## src/rtl/alu_ctrl_sequencer_if.sv

```systemverilog
// Control/memory bundle between the ALU control sequencer (master) and
// the instruction memory plus datapath control inputs (slave).
interface alu_ctrl_sequencer_if #(
  parameter int unsigned CNT_W = 16,
  parameter int unsigned IW    = 32
);
  logic             iRun;
  logic [IW-1:0]    iMemData;
  logic             iMemValid;
  logic             oPC_nRst;
  logic             oPC_en;
  logic             oPC_jmp;
  logic             oMUX_MAP;
  logic [3:0]       oRF_AddrA;
  logic [3:0]       oRF_AddrB;
  logic [3:0]       oRF_AddrC;
  logic             oRF_Write;
  logic             oRA_en;
  logic             oRB_en;
  logic             oRZH_en;
  logic             oRZL_en;
  logic             oRAS_en;
  logic             oRWB_en;
  logic [3:0]       oALU_Ctrl;
  logic             oMUX_BIS;
  logic             oMUX_RZHS;
  logic             oMUX_WBM;
  logic             oMUX_WBP;
  logic             oMUX_ASS;
  logic [IW-1:0]    oImm32;
  logic             oBusy;
  logic             oDone;
  logic             oIllegal;
  logic [CNT_W-1:0] oInstrCount;

  modport master (
    input  iRun, iMemData, iMemValid,
    output oPC_nRst, oPC_en, oPC_jmp, oMUX_MAP, oRF_AddrA, oRF_AddrB, oRF_AddrC, oRF_Write,
           oRA_en, oRB_en, oRZH_en, oRZL_en, oRAS_en, oRWB_en, oALU_Ctrl, oMUX_BIS, oMUX_RZHS,
           oMUX_WBM, oMUX_WBP, oMUX_ASS, oImm32, oBusy, oDone, oIllegal, oInstrCount
  );

  modport slave (
    output iRun, iMemData, iMemValid,
    input  oPC_nRst, oPC_en, oPC_jmp, oMUX_MAP, oRF_AddrA, oRF_AddrB, oRF_AddrC, oRF_Write,
           oRA_en, oRB_en, oRZH_en, oRZL_en, oRAS_en, oRWB_en, oALU_Ctrl, oMUX_BIS, oMUX_RZHS,
           oMUX_WBM, oMUX_WBP, oMUX_ASS, oImm32, oBusy, oDone, oIllegal, oInstrCount
  );
endinterface

```

## src/rtl/alu_ctrl_sequencer.sv

```systemverilog
// Moore sequencer for register-to-register ALU instructions (FETCH..WBW).
// Define CTRL_SEQ_IMM_EN to add immediate-ALU ops (op[4:3] = 2'b10).
module alu_ctrl_sequencer #(
  parameter int unsigned CNT_W = 16,
  parameter int unsigned IW    = 32
) (
  input logic                  iClk,
  input logic                  iRst,
  alu_ctrl_sequencer_if.master bus
);

  localparam logic [2:0] StIdle   = 3'd0;
  localparam logic [2:0] StFetch  = 3'd1;
  localparam logic [2:0] StDecode = 3'd2;
  localparam logic [2:0] StExec   = 3'd3;
  localparam logic [2:0] StWbl    = 3'd4;
  localparam logic [2:0] StWbw    = 3'd5;

  logic [2:0]       state_q, state_d;
  logic [IW-1:0]    ir_q, ir_d;
  logic [CNT_W-1:0] cnt_q, cnt_d;
  logic             pc_released_q, pc_released_d;

  logic [4:0]    op;
  logic [3:0]    ra, rb, rc;
  logic          is_imm;
  logic          is_illegal;
  logic [3:0]    alu_op;
  logic [IW-1:0] imm_ext;

  assign op = ir_q[31:27];
  assign ra = ir_q[26:23];
  assign rb = ir_q[22:19];
  assign rc = ir_q[18:15];

`ifdef CTRL_SEQ_IMM_EN
  assign is_imm  = (op[4:3] == 2'b10);
  assign imm_ext = {{(IW-19){ir_q[18]}}, ir_q[18:0]};
`else
  logic unused_ir;
  assign is_imm    = 1'b0;
  assign imm_ext   = '0;
  assign unused_ir = ^ir_q[14:0];
`endif

  assign is_illegal = op[4] & ~is_imm;
  assign alu_op     = is_imm ? {1'b0, op[2:0]} : op[3:0];

  always_ff @(posedge iClk or posedge iRst) begin
    if (iRst) begin
      state_q       <= StIdle;
      ir_q          <= '0;
      cnt_q         <= '0;
      pc_released_q <= 1'b0;
    end else begin
      state_q       <= state_d;
      ir_q          <= ir_d;
      cnt_q         <= cnt_d;
      pc_released_q <= pc_released_d;
    end
  end

  // iRun is only looked at in IDLE, on the illegal exit and at the end of WBW.
  always_comb begin
    state_d       = state_q;
    ir_d          = ir_q;
    cnt_d         = cnt_q;
    pc_released_d = pc_released_q;
    case (state_q)
      StIdle: begin
        if (bus.iRun) begin
          state_d       = StFetch;
          pc_released_d = 1'b1;
        end
      end
      StFetch: begin
        if (bus.iMemValid) begin
          ir_d    = bus.iMemData;
          state_d = StDecode;
        end
      end
      StDecode: begin
        if (is_illegal) state_d = bus.iRun ? StFetch : StIdle;
        else            state_d = StExec;
      end
      StExec: state_d = StWbl;
      StWbl:  state_d = StWbw;
      StWbw: begin
        cnt_d   = cnt_q + 1'b1;
        state_d = bus.iRun ? StFetch : StIdle;
      end
      default: state_d = StIdle;
    endcase
  end

  always_comb begin
    bus.oPC_nRst    = pc_released_q;
    bus.oPC_en      = 1'b0;
    bus.oPC_jmp     = 1'b0;
    bus.oMUX_MAP    = 1'b0;
    bus.oRF_AddrA   = 4'd0;
    bus.oRF_AddrB   = 4'd0;
    bus.oRF_AddrC   = 4'd0;
    bus.oRF_Write   = 1'b0;
    bus.oRA_en      = 1'b0;
    bus.oRB_en      = 1'b0;
    bus.oRZH_en     = 1'b0;
    bus.oRZL_en     = 1'b0;
    bus.oRAS_en     = 1'b0;
    bus.oRWB_en     = 1'b0;
    bus.oALU_Ctrl   = 4'd0;
    bus.oMUX_BIS    = 1'b0;
    bus.oMUX_RZHS   = 1'b0;
    bus.oMUX_WBM    = 1'b0;
    bus.oMUX_WBP    = 1'b0;
    bus.oMUX_ASS    = 1'b0;
    bus.oImm32      = '0;
    bus.oBusy       = (state_q != StIdle);
    bus.oDone       = 1'b0;
    bus.oIllegal    = 1'b0;
    bus.oInstrCount = cnt_q;
    case (state_q)
      StFetch: begin
        bus.oMUX_MAP = 1'b1;
        bus.oPC_jmp  = 1'b1;
        // PC advances only on the cycle the instruction word is captured.
        bus.oPC_en   = bus.iMemValid;
      end
      StDecode: begin
        bus.oRF_AddrA = rb;
        bus.oRF_AddrB = rc;
        bus.oRA_en    = 1'b1;
        bus.oRB_en    = ~is_imm;
        bus.oMUX_BIS  = is_imm;
        bus.oImm32    = is_imm ? imm_ext : '0;
        bus.oIllegal  = is_illegal;
      end
      StExec: begin
        bus.oALU_Ctrl = alu_op;
        bus.oRZH_en   = 1'b1;
        bus.oRZL_en   = 1'b1;
        bus.oMUX_BIS  = is_imm;
        bus.oImm32    = is_imm ? imm_ext : '0;
      end
      StWbl: begin
        bus.oRWB_en   = 1'b1;
        bus.oALU_Ctrl = alu_op;
      end
      StWbw: begin
        bus.oRF_AddrC = ra;
        bus.oRF_Write = 1'b1;
        bus.oDone     = 1'b1;
      end
      default: ;
    endcase
  end

endmodule

```

## src/flat_wrapper.sv

```systemverilog
// flat-port wrapper written by rule: the top's interface ports become plain ports
module alu_ctrl_sequencer_flat 
#(
  parameter int unsigned CNT_W = 16,
  parameter int unsigned IW    = 32
)
  (iClk, iRst, bus_iRun, bus_iMemData, bus_iMemValid, bus_oPC_nRst, bus_oPC_en, bus_oPC_jmp, bus_oMUX_MAP, bus_oRF_AddrA, bus_oRF_AddrB, bus_oRF_AddrC, bus_oRF_Write, bus_oRA_en, bus_oRB_en, bus_oRZH_en, bus_oRZL_en, bus_oRAS_en, bus_oRWB_en, bus_oALU_Ctrl, bus_oMUX_BIS, bus_oMUX_RZHS, bus_oMUX_WBM, bus_oMUX_WBP, bus_oMUX_ASS, bus_oImm32, bus_oBusy, bus_oDone, bus_oIllegal, bus_oInstrCount);
  alu_ctrl_sequencer_if #(.CNT_W(CNT_W), .IW(IW)) bus_i ();
  input logic iClk;
  input logic iRst;
  input wire logic [$bits(bus_i.iRun)-1:0] bus_iRun;
  input wire logic [$bits(bus_i.iMemData)-1:0] bus_iMemData;
  input wire logic [$bits(bus_i.iMemValid)-1:0] bus_iMemValid;
  output wire logic [$bits(bus_i.oPC_nRst)-1:0] bus_oPC_nRst;
  output wire logic [$bits(bus_i.oPC_en)-1:0] bus_oPC_en;
  output wire logic [$bits(bus_i.oPC_jmp)-1:0] bus_oPC_jmp;
  output wire logic [$bits(bus_i.oMUX_MAP)-1:0] bus_oMUX_MAP;
  output wire logic [$bits(bus_i.oRF_AddrA)-1:0] bus_oRF_AddrA;
  output wire logic [$bits(bus_i.oRF_AddrB)-1:0] bus_oRF_AddrB;
  output wire logic [$bits(bus_i.oRF_AddrC)-1:0] bus_oRF_AddrC;
  output wire logic [$bits(bus_i.oRF_Write)-1:0] bus_oRF_Write;
  output wire logic [$bits(bus_i.oRA_en)-1:0] bus_oRA_en;
  output wire logic [$bits(bus_i.oRB_en)-1:0] bus_oRB_en;
  output wire logic [$bits(bus_i.oRZH_en)-1:0] bus_oRZH_en;
  output wire logic [$bits(bus_i.oRZL_en)-1:0] bus_oRZL_en;
  output wire logic [$bits(bus_i.oRAS_en)-1:0] bus_oRAS_en;
  output wire logic [$bits(bus_i.oRWB_en)-1:0] bus_oRWB_en;
  output wire logic [$bits(bus_i.oALU_Ctrl)-1:0] bus_oALU_Ctrl;
  output wire logic [$bits(bus_i.oMUX_BIS)-1:0] bus_oMUX_BIS;
  output wire logic [$bits(bus_i.oMUX_RZHS)-1:0] bus_oMUX_RZHS;
  output wire logic [$bits(bus_i.oMUX_WBM)-1:0] bus_oMUX_WBM;
  output wire logic [$bits(bus_i.oMUX_WBP)-1:0] bus_oMUX_WBP;
  output wire logic [$bits(bus_i.oMUX_ASS)-1:0] bus_oMUX_ASS;
  output wire logic [$bits(bus_i.oImm32)-1:0] bus_oImm32;
  output wire logic [$bits(bus_i.oBusy)-1:0] bus_oBusy;
  output wire logic [$bits(bus_i.oDone)-1:0] bus_oDone;
  output wire logic [$bits(bus_i.oIllegal)-1:0] bus_oIllegal;
  output wire logic [$bits(bus_i.oInstrCount)-1:0] bus_oInstrCount;
  assign bus_i.iRun = bus_iRun;
  assign bus_i.iMemData = bus_iMemData;
  assign bus_i.iMemValid = bus_iMemValid;
  assign bus_oPC_nRst = bus_i.oPC_nRst;
  assign bus_oPC_en = bus_i.oPC_en;
  assign bus_oPC_jmp = bus_i.oPC_jmp;
  assign bus_oMUX_MAP = bus_i.oMUX_MAP;
  assign bus_oRF_AddrA = bus_i.oRF_AddrA;
  assign bus_oRF_AddrB = bus_i.oRF_AddrB;
  assign bus_oRF_AddrC = bus_i.oRF_AddrC;
  assign bus_oRF_Write = bus_i.oRF_Write;
  assign bus_oRA_en = bus_i.oRA_en;
  assign bus_oRB_en = bus_i.oRB_en;
  assign bus_oRZH_en = bus_i.oRZH_en;
  assign bus_oRZL_en = bus_i.oRZL_en;
  assign bus_oRAS_en = bus_i.oRAS_en;
  assign bus_oRWB_en = bus_i.oRWB_en;
  assign bus_oALU_Ctrl = bus_i.oALU_Ctrl;
  assign bus_oMUX_BIS = bus_i.oMUX_BIS;
  assign bus_oMUX_RZHS = bus_i.oMUX_RZHS;
  assign bus_oMUX_WBM = bus_i.oMUX_WBM;
  assign bus_oMUX_WBP = bus_i.oMUX_WBP;
  assign bus_oMUX_ASS = bus_i.oMUX_ASS;
  assign bus_oImm32 = bus_i.oImm32;
  assign bus_oBusy = bus_i.oBusy;
  assign bus_oDone = bus_i.oDone;
  assign bus_oIllegal = bus_i.oIllegal;
  assign bus_oInstrCount = bus_i.oInstrCount;
  alu_ctrl_sequencer #(.CNT_W(CNT_W), .IW(IW)) u_core (.iClk(iClk), .iRst(iRst), .bus(bus_i));
endmodule
```

## config.mk

```make
export PLATFORM = sky130hd
export DESIGN_NAME = alu_ctrl_sequencer_flat
export DESIGN_NICKNAME = d
export VERILOG_FILES = /design/src/rtl/alu_ctrl_sequencer_if.sv /design/src/rtl/alu_ctrl_sequencer.sv /design/src/flat_wrapper.sv
export SDC_FILE = /design/constraint.sdc
export NUM_CORES = 1
export LEC_CHECK = 0
export ABC_AREA = 1
export CORE_MARGIN = 3
export CORE_UTILIZATION = 43
export CTS_BUF_LIST = sky130_fd_sc_hd__clkbuf_8
export CTS_CLUSTER_DIAMETER = 60
export CTS_CLUSTER_SIZE = 40
export DETAILED_ROUTE_END_ITERATION = 10
export PLACE_DENSITY = 0.88
export SLEW_MARGIN = 5
export SYNTH_ARGS = -nofsm -noshare
export SYNTH_HDL_FRONTEND = slang
export SYNTH_SLANG_ARGS = --single-unit
```

## constraint.sdc

```tcl
create_clock -name iClk -period 2.3 [get_ports iClk]
set_clock_uncertainty 0.2 [all_clocks]
set_input_delay 0.46 -clock iClk [delete_from_list [all_inputs] [get_ports iClk]]
set_output_delay 0.46 -clock iClk [all_outputs]
set_load 0.01 [all_outputs]
```

=== Yosys cells after proc, flatten, opt, wreduce, memory -nomap -nowiden ===
Cells that the tools add are included.
W data, S select, Z words.

* Mux-type cells: 16
* Eq/ne operators: 7
* Add/subtract/negate cells: 1
* Reductions and logical operators: 6

{| class="wikitable"
|+ Operator list
! cell !! count
|-
| $pmux W3 S6 || 1
|-
| $add A16 B1 Y16 const B || 1
|-
| $mux W4 || 4
|-
| $mux W3 || 3
|-
| $mux W1 || 8
|-
| $eq A3 B2 Y1 const B || 2
|-
| $eq A3 B3 Y1 const B || 2
|-
| $reduce_and A2 Y1 || 3
|-
| $ne A2 B2 Y1 const B || 2
|-
| $eq A3 B1 Y1 const B || 1
|-
| $logic_not A3 Y1 || 1
|-
| $reduce_bool A3 Y1 || 1
|-
| $reduce_or A2 Y1 || 1
|}

* Output and inout port bits: 83
* Register bits after elaboration: 52

=== Logic depth before layout (Yosys ltp) ===
* Depth in word-level cells: 3
* Gate-level depth with buffers: 8

=== Worst setup path before layout ===
Ideal clock, no wire load.

* Path type: reg2out
* Start point: reg u_core.state_q[2]
* End point: out bus_oALU_Ctrl[0]
* Slack: 395 ps
* Arrival time: 1245 ps
* Cell stages (with the launch flop): 4
* Path buffers: 0
* Cell sequence: dfrtp_1 nor3_1 nor2_1 nor2_1

* Word-level cells in the longest chain between the ends: 3
* Elaborated cells between the ends (all ways): 4
* Classes of those cells: 2 x eq/ne; 1 x mux; 1 x reduce/logical

{| class="wikitable"
|+ Ends and longest elaborated chain
! what !! line !! RTL
|-
| from (decl) || alu_ctrl_sequencer.sv:19 || <nowiki>logic [2:0] state_q, state_d;</nowiki>
|-
| from (signal assigned) || alu_ctrl_sequencer.sv:51 || <nowiki>state_q <= StIdle;</nowiki>
|-
| from (signal assigned) || alu_ctrl_sequencer.sv:56 || <nowiki>state_q <= state_d;</nowiki>
|-
| $eq A3 B2 Y1 or $eq A3 B3 Y1 (tied branches) || alu_ctrl_sequencer.sv:122 || <nowiki>case (state_q)</nowiki>
|-
| $reduce_or A2 Y1 (no source line) (*) || - ||
|-
| $mux W4 (*) || alu_ctrl_sequencer.sv:122 ||
|-
| to (decl) || flat_wrapper.sv:28 || <nowiki>output wire logic [$bits(bus_i.oALU_Ctrl)-1:0] bus_oALU_Ctrl;</nowiki>
|}

Mark *: on every way between the ends. The rest lies on a longest branch, timed or not.

=== Final worst setup path ===
* Start point: reg u_core.state_q[1]
* End point: out bus_oPC_jmp

* Word-level cells in the longest chain between the ends: 2

{| class="wikitable"
|+ Ends and longest elaborated chain
! what !! line !! RTL
|-
| $eq A3 B1 Y1 || alu_ctrl_sequencer.sv:122 ||
|-
| $mux W1 || alu_ctrl_sequencer.sv:122 ||
|-
| to (decl) || flat_wrapper.sv:16 || <nowiki>output wire logic [$bits(bus_i.oPC_jmp)-1:0] bus_oPC_jmp;</nowiki>
|}

Every way passes these cells.

==> impl_metrics.yaml <==
timing:
  rsz0062_at_grt: "true"
  fin_crit_ns: 2.22
  setup_viol: 0
  period_share_pct: 96.3
  hold_ws_ns: 0.271
  hold_viol: 0
  clock.fmax_ghz: 0.451
  slew_violations: 0
floorplan:
  die-area_sq_um: 5830
  die_w_um: 76.4
  core.rowCount: 24
  dieHeight_um: 76.4
  core_area_sq_um: 4560
  initial_core_util_pct: 46.7
  io_pins: 119
power_and_ir_drop:
  intPower_uw: 1640
  seq_power_share_pct: 37.7
  switching_share_pct: 34.6
  p_leak_uw: 0.00156
  netSwitchingPower_uw: 866
  power_frac_clock_pct: 23.1
  p_per_area_nw_per_um2: 885
  ir_worst_vdd_mv: 0.576
  combPwrFrac_pct: 39.3
layout:
  drive_gt1_share_pct: 9.67
  nets: 367
  regArea_sq_um: 927
  fillers: 423
  antenna_cells_inserted: 0
  area_growth_pct: 32.9
  instances_no_fill: 396
  multi_input_area_sq_um: 848
clocking:
  htree_levels: 2
  cts-root-buf: "clkbuf_8"
  cts_tree: "yes"
  cts_hold_buf: 0
  clkTransAtPathRegs_ns: 0.07
  clock_latency_ns: 0.28
  cts_buffer_depth: 2
  cts_buffers: 5
  cts.sinks: 37
synth:
  seq_area_frac_synth_pct: 43.5
  synth_cell_type_count: 27
  syn_area_per_cell_sq_um: 8.29
  synth_area_sq_um: 2130
  synth-compound-area-share_pct: 5.46
  synthXorXnorAreaFrac_pct: 4.52
  ys_ff_latch: 37
  synth_warnings: 0
  synth.area.mux_share_pct: 0
  postSynthCellCount: 257
  synth_top_family_by_area: "buffers and inverters"
  yosys.area_share.simple_pct: 21.8
  synthAdderAreaFrac_pct: 0.588
placement:
  io_buffers: 65
  place_congestion: 0.818
  dp.cells: 387
  hpwl_um: 3280
grt:
  grt.overflow.total: 0
  grtUsageTotal_pct: 14.7
  grt_pass1_vias: 1594
  grt_pass1_wl_um: 6890
  grt_max_degree: 38
  grt_antenna_before_repair: 0
worst_setup_path:
  crit_fanout: 4
  setup.worst_path.end_class: "primary output"
  criticalPathCategory: "flop to primary output"
  cp.required_ns: 1.64
  arrival_ns: 1.56
  critical_path.startpoint_type: "flop"
detailed_routing:
  routedWlPerCell_um: 10.5
  first_iter_violations: 62
  routed_via_density: 4.27
  via_count: 1689
  drc: 0
  first_pass_iters: 4
  drtAntennaViolNets: 0
  routed_wl_um: 4160
outcome:
  status: "finished, final reports clean"
flow_run:
  drv_cap: 0
min_path:
  hold_path_class: "flop to flop"
## cell usage after synthesis
cell | number | area share (%)
nand2_1 | 49 | 8.6
buf_4 | 42 | 15
inv_1 | 39 | 6.9
dfrtp_1 | 37 | 43
nor2_1 | 29 | 5.1
o21ai_0 | 13 | 3.1
nand3_1 | 8 | 1.9
o21ai_1 | 7 | 1.6
xnor2_1 | 6 | 2.5
xor2_1 | 5 | 2.1
buf_6 | 3 | 1.6
nand4_1 | 3 | 0.88
nor3_1 | 2 | 0.47
a31o_2 | 1 | 0.41
buf_2 | 1 | 0.23
conb_1 | 1 | 0.18
ha_1 | 1 | 0.59
inv_2 | 1 | 0.18
inv_4 | 1 | 0.29
nand2_2 | 1 | 0.29
nand2_4 | 1 | 0.53
nand3_4 | 1 | 0.82
nand3b_4 | 1 | 0.94
nor2_4 | 1 | 0.53
nor2_8 | 1 | 0.94
nor3_4 | 1 | 0.76
o21bai_1 | 1 | 0.35
## logic make-up (layout without fill, tap and decap cells)
family / count (synthesis) / count (layout)
DFF: 37 / 37
and+or+nand+nor: 98 / 98
buffers and inverters: 87 / 124
AOI/OAI and AO/OA: 22 / 22
xor gates and xnor gates: 11 / 11
other: 1 / 38
adders and majority gates: 1 / 1
## through the flow
stage                     total power, uW  setup WS, ns  utilization [%]   TNS, ns  cell area, sq um
after floorplan                      1590         0.395                -         0              2270
after global placement               1940      -0.00486             59.5  -0.00486              2710
after detailed placement             1970      -0.00572             59.5  -0.00572              2710
after CTS                            2520      -0.00143             61.8  -0.00143              2820
after global routing                 2690       -0.0101             62.0   -0.0119              2830
final                                2510        0.0846             62.0         0              2830
## path summary, 6_finish.rpt
kind | from | endpoint | depth (start not counted) | slack, ns
max | u_core.state_q[1]$_DFFE_PP0P_ | bus_oPC_jmp | 2 | 0.08
min | u_core.bus.oPC_nRst$_DFFE_PP0P_ | u_core.bus.oPC_nRst$_DFFE_PP0P_ | 1 | 0.27
max reg2reg | u_core.state_q[1]$_DFFE_PP0P_ | u_core.bus.oInstrCount[12]$_DFFE_PP0N_ | 10 | 0.56
min reg2reg | u_core.bus.oPC_nRst$_DFFE_PP0P_ | u_core.bus.oPC_nRst$_DFFE_PP0P_ | 1 | 0.27
max in group asynchronous | iRst | u_core.state_q[2]$_DFFE_PP0P_ | 3 | 1.17
min in group asynchronous | iRst | u_core.bus.oInstrCount[13]$_DFFE_PP0N_ | 3 | 0.37
## what timing repair did
action                                  in CTS  in global routing
cloned                                       0                  0
buffers inserted                             0                  1
endpoints found under the setup margin      24                  8
resized for setup                           28                  2
## cell usage in the layout, fill, tap and decap left out, drive strengths merged
| master | Yosys | layout |
|---|---|---|
| o21ai | 20 | 20 |
| clkdlybuf4s50 | 0 | 41 |
| clkinvlp | 0 | 1 |
| xor2 | 5 | 5 |
| clkbuf | 0 | 6 |
| nand2 | 51 | 51 |
| inv | 41 | 41 |
| conb | 1 | 38 |
| nor3 | 3 | 3 |
| ha | 1 | 1 |
| nand3 | 9 | 9 |
| nand4 | 3 | 3 |
| a31o | 1 | 1 |
| bufinv | 0 | 1 |
| dlygate4sd2 | 0 | 23 |
| nor2 | 31 | 31 |
| xnor2 | 6 | 6 |
| nand3b | 1 | 1 |
| o21bai | 1 | 1 |
| dfrtp | 37 | 37 |
| buf | 46 | 10 |
| clkdlybuf4s15 | 0 | 1 |
## cell type report
cell class / count / share of cell area, %
clock buffer: 6 / 2.92
clock inverter: 2 / 1.33
inverter: 41 / 5.53
multi-input combinational: 170 / 30.0
sequential: 37 / 32.8
tap: 65 / 2.87
timing repair buffer: 75 / 24.6
## per-layer routing
layer,vias to the layer above,wire length (um),track usage [%]
met2,73,2150,26.7
met5,-,0,0
met1,775,1590,14.8
met3,2,408,7.09
li1,839,-,-
met4,0,19,4.35
## power by group through the flow
stage | Clock [uW] | Combinational [uW] | Sequential (uW)
6_report | 578 | 984 | 944
5_1_grt | 622 | 1100 | 967
4_1_cts | 598 | 981 | 944
3_5_place_dp | 0 | 1020 | 954
3_3_place_gp | 0 | 994 | 945
2_1_floorplan | 0 | 635 | 955
## critical path: stages (launching register included)
cell and delay [ns]:
dfrtp_1 0.44, nor3_4 0.25, clkdlybuf4s50_1 0.58
## registers in the layout (all words and copies together) (netlist names)
name	count
u_core.state_q	3
u_core.bus.oInstrCount	16
u_core.ir_q	17
u_core.bus.oPC_nRst	1
(Power assumes the default switching activity.)
